--- config.mk ---
export PLATFORM = sky130hd
export DESIGN_NAME = echo_request_input
export DESIGN_NICKNAME = d
export VERILOG_FILES = /design/src/rtl/echo_request_input.sv
export SDC_FILE = /design/constraint.sdc
export NUM_CORES = 1
export LEC_CHECK = 0
export CAP_MARGIN = 20
export CORE_ASPECT_RATIO = 1.75
export CORE_UTILIZATION = 30
export CTS_CLUSTER_DIAMETER = 120
export CTS_CLUSTER_SIZE = 30
export DETAILED_ROUTE_END_ITERATION = 10
export HOLD_SLACK_MARGIN = 0.02
export PLACE_DENSITY = 0.62
export SETUP_SLACK_MARGIN = 0.05
export SYNTH_ARGS = -nofsm -noshare
export SYNTH_HDL_FRONTEND = slang
export SYNTH_SLANG_ARGS = --single-unit
--- constraint.sdc ---
create_clock -name CLK -period 2.1 [get_ports CLK]
set_input_delay 0.42 -clock CLK [delete_from_list [all_inputs] [get_ports CLK]]
set_output_delay 0.42 -clock CLK [all_outputs]
set_load 0.03 [all_outputs]
--- src/rtl/echo_request_input.sv ---
// Request-side portal for Echo: filters say writes into a small FIFO and drives the say method.
// Optional ECHO_REQ_BYPASS_EN forwards a say write straight to the output when the FIFO is empty.
module echo_request_input #(
    parameter int unsigned DEPTH      = 4,
    parameter logic [15:0] SAY_METHOD = 16'd0
) (
    input  logic                     CLK,
    input  logic                     RST,
    input  logic                     EN_portal_enq,
    input  logic [15:0]              portal_enq_methodNumber,
    input  logic [31:0]              portal_enq_v,
    output logic                     RDY_portal_enq,
    output logic [31:0]              request_say_v,
    output logic                     EN_request_say,
    input  logic                     RDY_request_say,
    output logic [15:0]              err_count,
    output logic [$clog2(DEPTH):0]   fifo_count
);

    localparam int unsigned AW = $clog2(DEPTH);
    localparam logic [AW:0] FULL_COUNT = (AW+1)'(DEPTH);

    logic [31:0]   mem [DEPTH];
    logic [AW-1:0] rd_ptr;
    logic [AW-1:0] wr_ptr;
    logic          accept;
    logic          is_say;
    logic          non_empty;
    logic          bypass;
    logic          push;
    logic          pop;

    // Ready is held low while reset is asserted, otherwise follows registered occupancy only.
    assign RDY_portal_enq = !RST && (fifo_count < FULL_COUNT);
    assign accept         = EN_portal_enq && RDY_portal_enq;
    assign is_say         = (portal_enq_methodNumber == SAY_METHOD);
    assign non_empty      = (fifo_count != '0);

`ifdef ECHO_REQ_BYPASS_EN
    assign bypass = accept && is_say && !non_empty && RDY_request_say;
`else
    assign bypass = 1'b0;
`endif

    assign push = accept && is_say && !bypass;
    assign pop  = non_empty && RDY_request_say;

    always_comb begin
        EN_request_say = pop || bypass;
        request_say_v  = '0;
        if (non_empty)
            request_say_v = mem[rd_ptr];
        else if (bypass)
            request_say_v = portal_enq_v;
    end

    always_ff @(posedge CLK or posedge RST) begin
        if (RST) begin
            rd_ptr     <= '0;
            wr_ptr     <= '0;
            fifo_count <= '0;
        end else begin
            if (push)
                wr_ptr <= wr_ptr + 1'b1;
            if (pop)
                rd_ptr <= rd_ptr + 1'b1;
            case ({push, pop})
                2'b10:   fifo_count <= fifo_count + 1'b1;
                2'b01:   fifo_count <= fifo_count - 1'b1;
                default: fifo_count <= fifo_count;
            endcase
        end
    end

    always_ff @(posedge CLK or posedge RST) begin
        if (RST)
            err_count <= '0;
        else if (accept && !is_say && (err_count != '1))
            err_count <= err_count + 1'b1;
    end

    // Storage is never reset; the output mux above masks it while empty.
    always_ff @(posedge CLK) begin
        if (push)
            mem[wr_ptr] <= portal_enq_v;
    end

endmodule

# Yosys cells after proc, flatten, opt, wreduce, memory -nomap -nowiden

Memories as Yosys holds them, arrays and structs flattened.
Cells that the tools add are included.
W data, S select, Z words.

Memories: 1
Bits of input ports: 52
Bits in registers: 23
RAM bits: 128
Logic and storage cells: 29

Reduce and logical (&&, ||, !) cells: 11
Add/sub/neg operators: 5
Magnitude comparators: 1
Multiplexer cells: 4
Equal/unequal tests: 3

Memory list:

| name | depth | bits a word | rd ports | clocked after memory_dff | write ports | RTL line | source |
|---|---|---|---|---|---|---|---|
| mem  | 4     | 32          | 1        | 0                        | 1           | 23       | `logic [31:0] mem [DEPTH];` |

Operators with widths:

| operator                | count |
|---|---|
| $mux W32                | 1 |
| $add A16 B1 Y16 const B | 1 |
| $logic_not A16 Y1       | 1 |
| $ne A16 B16 Y1 const B  | 1 |
| $logic_and A1 B1 Y1     | 6 |
| $pmux W3 S2             | 1 |
| $add A2 B1 Y2 const B   | 2 |
| $add A3 B1 Y3 const B   | 1 |
| $lt A3 B3 Y1 const B    | 1 |
| $reduce_bool A3 Y1      | 1 |
| $sub A3 B1 Y3 const B   | 1 |
| $eq A2 B1 Y1 const B    | 1 |
| $eq A2 B2 Y1 const B    | 1 |
| $logic_not A1 Y1        | 2 |
| $mux W1                 | 2 |
| $reduce_bool A2 Y1      | 1 |

# Depth between registers and ports, before layout

Depth after elaboration: 6
Gate-level depth with buffers: 10

# Worst setup path before layout

OpenSTA, ideal clock, no wires.

Path type: flip-flop to flip-flop
From: register fifo_count[0]
To: register fifo_count[2]
Slack: -0.383 ns
Cell stages (with the launch flop): 9
Arrival: 2.402 ns
Required time: 2.019 ns
Cells stage by stage: dfrtp_1 nor3_1 nor2b_1 ha_1 inv_1 fa_1 xor2_1 nor2_1 xor2_1

RTL lines:

| what                                              | RTL line | source |
|---|---|---|
| from (decl)                                       | 17       | `output logic [$clog2(DEPTH):0] fifo_count` |
| from (signal assigned)                            | 68       | `2'b10: fifo_count <= fifo_count + 1'b1;` |
| from (signal assigned)                            | 69       | `2'b01: fifo_count <= fifo_count - 1'b1;` |
| from (signal assigned)                            | 70       | `default: fifo_count <= fifo_count;` |
| $reduce_bool A3 Y1 (*)                            | 37       | `assign non_empty = (fifo_count != '0);` |
| $logic_and A1 B1 Y1 (*)                           | 46       | `assign pop = non_empty && RDY_request_say;` |
| named net EN_request_say                          | 14       | `output logic EN_request_say,` |
| $eq A2 B1 Y1 or $eq A2 B2 Y1 (tied branches)      | 67       | `case ({push, pop})` |
| $pmux W3 S2 or $reduce_bool A2 Y1 (tied branches) | --       |  |

Mark *: on every way through the listed nets, which the timed path passes. The rest lies on a longest branch.
A chain may end at the register's enable or synchronous reset.

# Final worst setup path

From: register rd_ptr[0]
To: output request_say_v[23]

Word-level cells in the longest chain between the ends: 2

RTL lines:

| what                   | RTL line | source |
|---|---|---|
| from (decl)            | 24       | `logic [AW-1:0] rd_ptr;` |
| from (signal assigned) | 66       | `rd_ptr <= rd_ptr + 1'b1;` |
| $mem_v2 Z4 W32         | --       |  |
| $mux W32               | 51       | `if (non_empty)` |
| to (decl)              | 13       | `output logic [31:0] request_say_v,` |

No other way between the ends.

==> impl_results.md <==
- Setup Crit Path Kind: register to primary output
- Tmin final: about 2.4 ns
- Die Ht: around 190 um
- Detail Route Antenna Nets: 0
- Arrival @ worst endpoint: between 1.5 and 2 ns
- TritonCTS clock tree: done
- Hpwl dp: slightly above 9000 um
- WP data required: around 1.7 ns
- Port Buf Inserts: around 100
- Starting Density: 0.309
- Vias in the first global route: between 3000 and 4000
- Nets: between 500 and 600
- I/O pin total: around 110
- Crit start category: register
- Ranking of synthesized cells by area: edfxtp_1 (63%), mux4_2 (12%), dfrtp_1 (9.4%)
- Worst-path clk slew: roughly 0.070 ns
- Clk pwr share: 0.258
- PwrDens: ~1300 mW/mm2
- Synth top area share: 0.628
- Initial antenna violation count: 2
- #FFs+latches synth: around 150
- Routed WL: 13500 um
- Row Count: 68
- Final hold viol count: 0
- Crit Path Max Fanout: 5
- DR vias/cell: about 4.7
- CTS root buffer: clkbuf_16
- Violations in the final reports: negative setup slack
- Netlist Area Pre-Place: around 0.006 mm2
- Gpl congestion: ~0.79
- Cell count after synthesis: 320
- RSZ-0062 raised after global routing: yes
- Yosys top cell by area: edfxtp_1
- Worst VDD drop: ~660 uV
- Ys async rst share: 0.152
- Pint: around 7.6 mW
- Drt drc: 0
- Slew @ Worst Pin: around 0.4 ns
- Setup WS post-layout: -0.300 ns
- F_max: between 0.4 and 0.5 GHz
- Pre-antenna DRT Iters: 4
- FF-to-FF path depth: 4
- CTS Hold Bufs: 0
- Comb pwr share: 0.431
- Die Area: between 0.02 and 0.025 mm2
- HP Class: input port to async pin
- Clk_skew: just under 0.009 ns
- Sequential power share: 0.312
- Slew margin rel.: 0.733
- Synth top cells by count: edfxtp_1 (128), nor2b_1 (33), mux4_2 (32), dfrtp_1 (23), xor2_1 (15)
- Synthesized area per cell: roughly 19 um2
- Final Max Slew Viols: 0
- FF-to-FF Start: fifo_count[2]
- Vias: approximately 3500
- Layout Cell Area excl Fill: between 0.008 and 0.009 mm2
- Synthesized net count: 379
- Netlist cell types: 30
- Net Sw Frac: 0.329
- Most instantiated library cell after synthesis: edfxtp_1
- Max Cap Viol: 0
- Post-synth EDFFs: around 130
- Leak: 3.44 nW
- Final hold slack: 0.517 ns
- P_sw: roughly 3.7 mW
- Final number of setup-violating endpoints: 32
- Largest net degree at the start of global routing: 24
- Grt total ovfl: 0
- Synthesis-to-finish area growth: 46.0%
- Total CTS buffers: 17
- Synth Flop Type: edfxtp_1
- Reg-to-reg slack, setup: about 0.1 ns
- Initial drt markers: 86
- Crit. End Element: primary output
- Post-synthesis sequential area ratio: 0.722
- Placed instance area: 0.00787 mm2
- Layout cells sized above 1: 0.404
- Core region area: slightly below 0.02 mm2
- Clk Latency, worst-skew pair: approximately 0.41 ns
- First-pass GRT wire length: between 20000 and 25000 um
- Total GRT Usage: 0.135
- # H-tree levels: 4
- Tcrit/Tclk final: 1.14
- Die Width: roughly 110 um
- Maximum clock insertion buffer count: 2
- Status: finished with violations
- CTS sink cnt: 151
- YS warnings: 0
- DR WL/cell: between 15 and 20 um
- FF-to-FF End: err_count[14]
flip-flops by register name, indices dropped and copies added (netlist names):
register	flops
mem	128
err_count	16
fifo_count	3
rd_ptr	2
wr_ptr	2
cells by family after synthesis:
kind of cell               synth area share
xor gates and xnor gates             0.0272
and+or+nand+nor                      0.0912
buffers and inverters                0.0151
muxes                                 0.127
AOI/OAI and AO/OA                   0.00184
DFF                                   0.722
adders and majority gates            0.0155
per-layer routing:
layer,up-vias,global-route usage,routed length (um)
li1,1579,-,-
met1,1765,0.133,4720
met2,115,0.251,7660
met3,24,0.0419,708
met4,2,0.0615,350
met5,-,0,11
stage by stage:
| stage | instances | setup WS, ns | setup TNS, ns | utilization | total power, mW |
|---|---|---|---|---|---|
| after floorplan | 320 | 0.0602 | 0 | - | 5.99 |
| after global placement | 691 | -0.356 | -44.82 | 0.397 | 7.75 |
| after detailed placement | 691 | -0.416 | -47.24 | 0.397 | 7.79 |
| after CTS | 730 | -0.361 | -8.81 | 0.431 | 10.7 |
| after global routing | 744 | -0.351 | -9.13 | 0.451 | 11.9 |
| final | 744 | -0.300 | -7.27 | 0.451 | 11.4 |
critical path, cell delays in order (launching register included):
cell,delay (ns)
dfrtp_2,0.39
buf_12,0.13
buf_12,0.13
buf_6,0.10
mux4_2,0.49
nor2b_1,0.15
buf_4,0.17
layout make-up:
type / count / area, um2
antenna: 1 / 2.50
clock buffer: 19 / 453
clock inverter: 13 / 133
fill: 1718 / 10900
inverter: 8 / 30.0
multi-input combinational: 148 / 1820
sequential: 151 / 4430
tap: 245 / 307
timing repair buffer: 159 / 1770
worst max path at each step:
stage                               start                end  slack [ns]  cells after the start
2_1_floorplan                err_count[0]       err_count[5]        0.06                      6
3_3_place_gp   portal_enq_methodNumber[9]      fifo_count[2]       -0.36                     11
3_5_place_dp   portal_enq_methodNumber[1]      fifo_count[2]       -0.42                     11
4_1_cts                         rd_ptr[0]   request_say_v[3]       -0.36                      4
5_1_grt                         rd_ptr[0]  request_say_v[23]       -0.35                      6
6_report                        rd_ptr[0]  request_say_v[23]       -0.30                      6
cells in the final DEF, fill, tap and decap left out, types with 5 or more instances in the layout:
cell / count
clkbuf_16: 19
nor4_4: 5
dfrtp_2: 5
buf_4: 44
nor2b_4: 18
nor3_1: 6
nand4_1: 5
nand2_1: 8
edfxtp_1: 128
xor2_1: 15
ha_1: 5
mux4_2: 32
inv_6: 5
inv_1: 6
nor2b_1: 14
buf_6: 25
dlymetal6s2s_1: 20
dfrtp_1: 18
clkdlybuf4s50_1: 48
buf_12: 17
power groups by stage:
stage | clock network [mW] | logic [mW] | registers, mW
3_5_place_dp | 0 | 4.17 | 3.62
4_1_cts | 3.00 | 4.19 | 3.56
3_3_place_gp | 0 | 4.13 | 3.62
6_report | 2.93 | 4.90 | 3.55
5_1_grt | 3.12 | 5.18 | 3.57
2_1_floorplan | 0 | 2.26 | 3.73
repair_timing:
item	in CTS	in global routing
setup endpoints to repair	37	173
cloned	0	2
gates resized for setup	130	146
pin swaps	1	11
setup buffers	7	11
No activity file was read; power rests on OpenSTA's default activity.
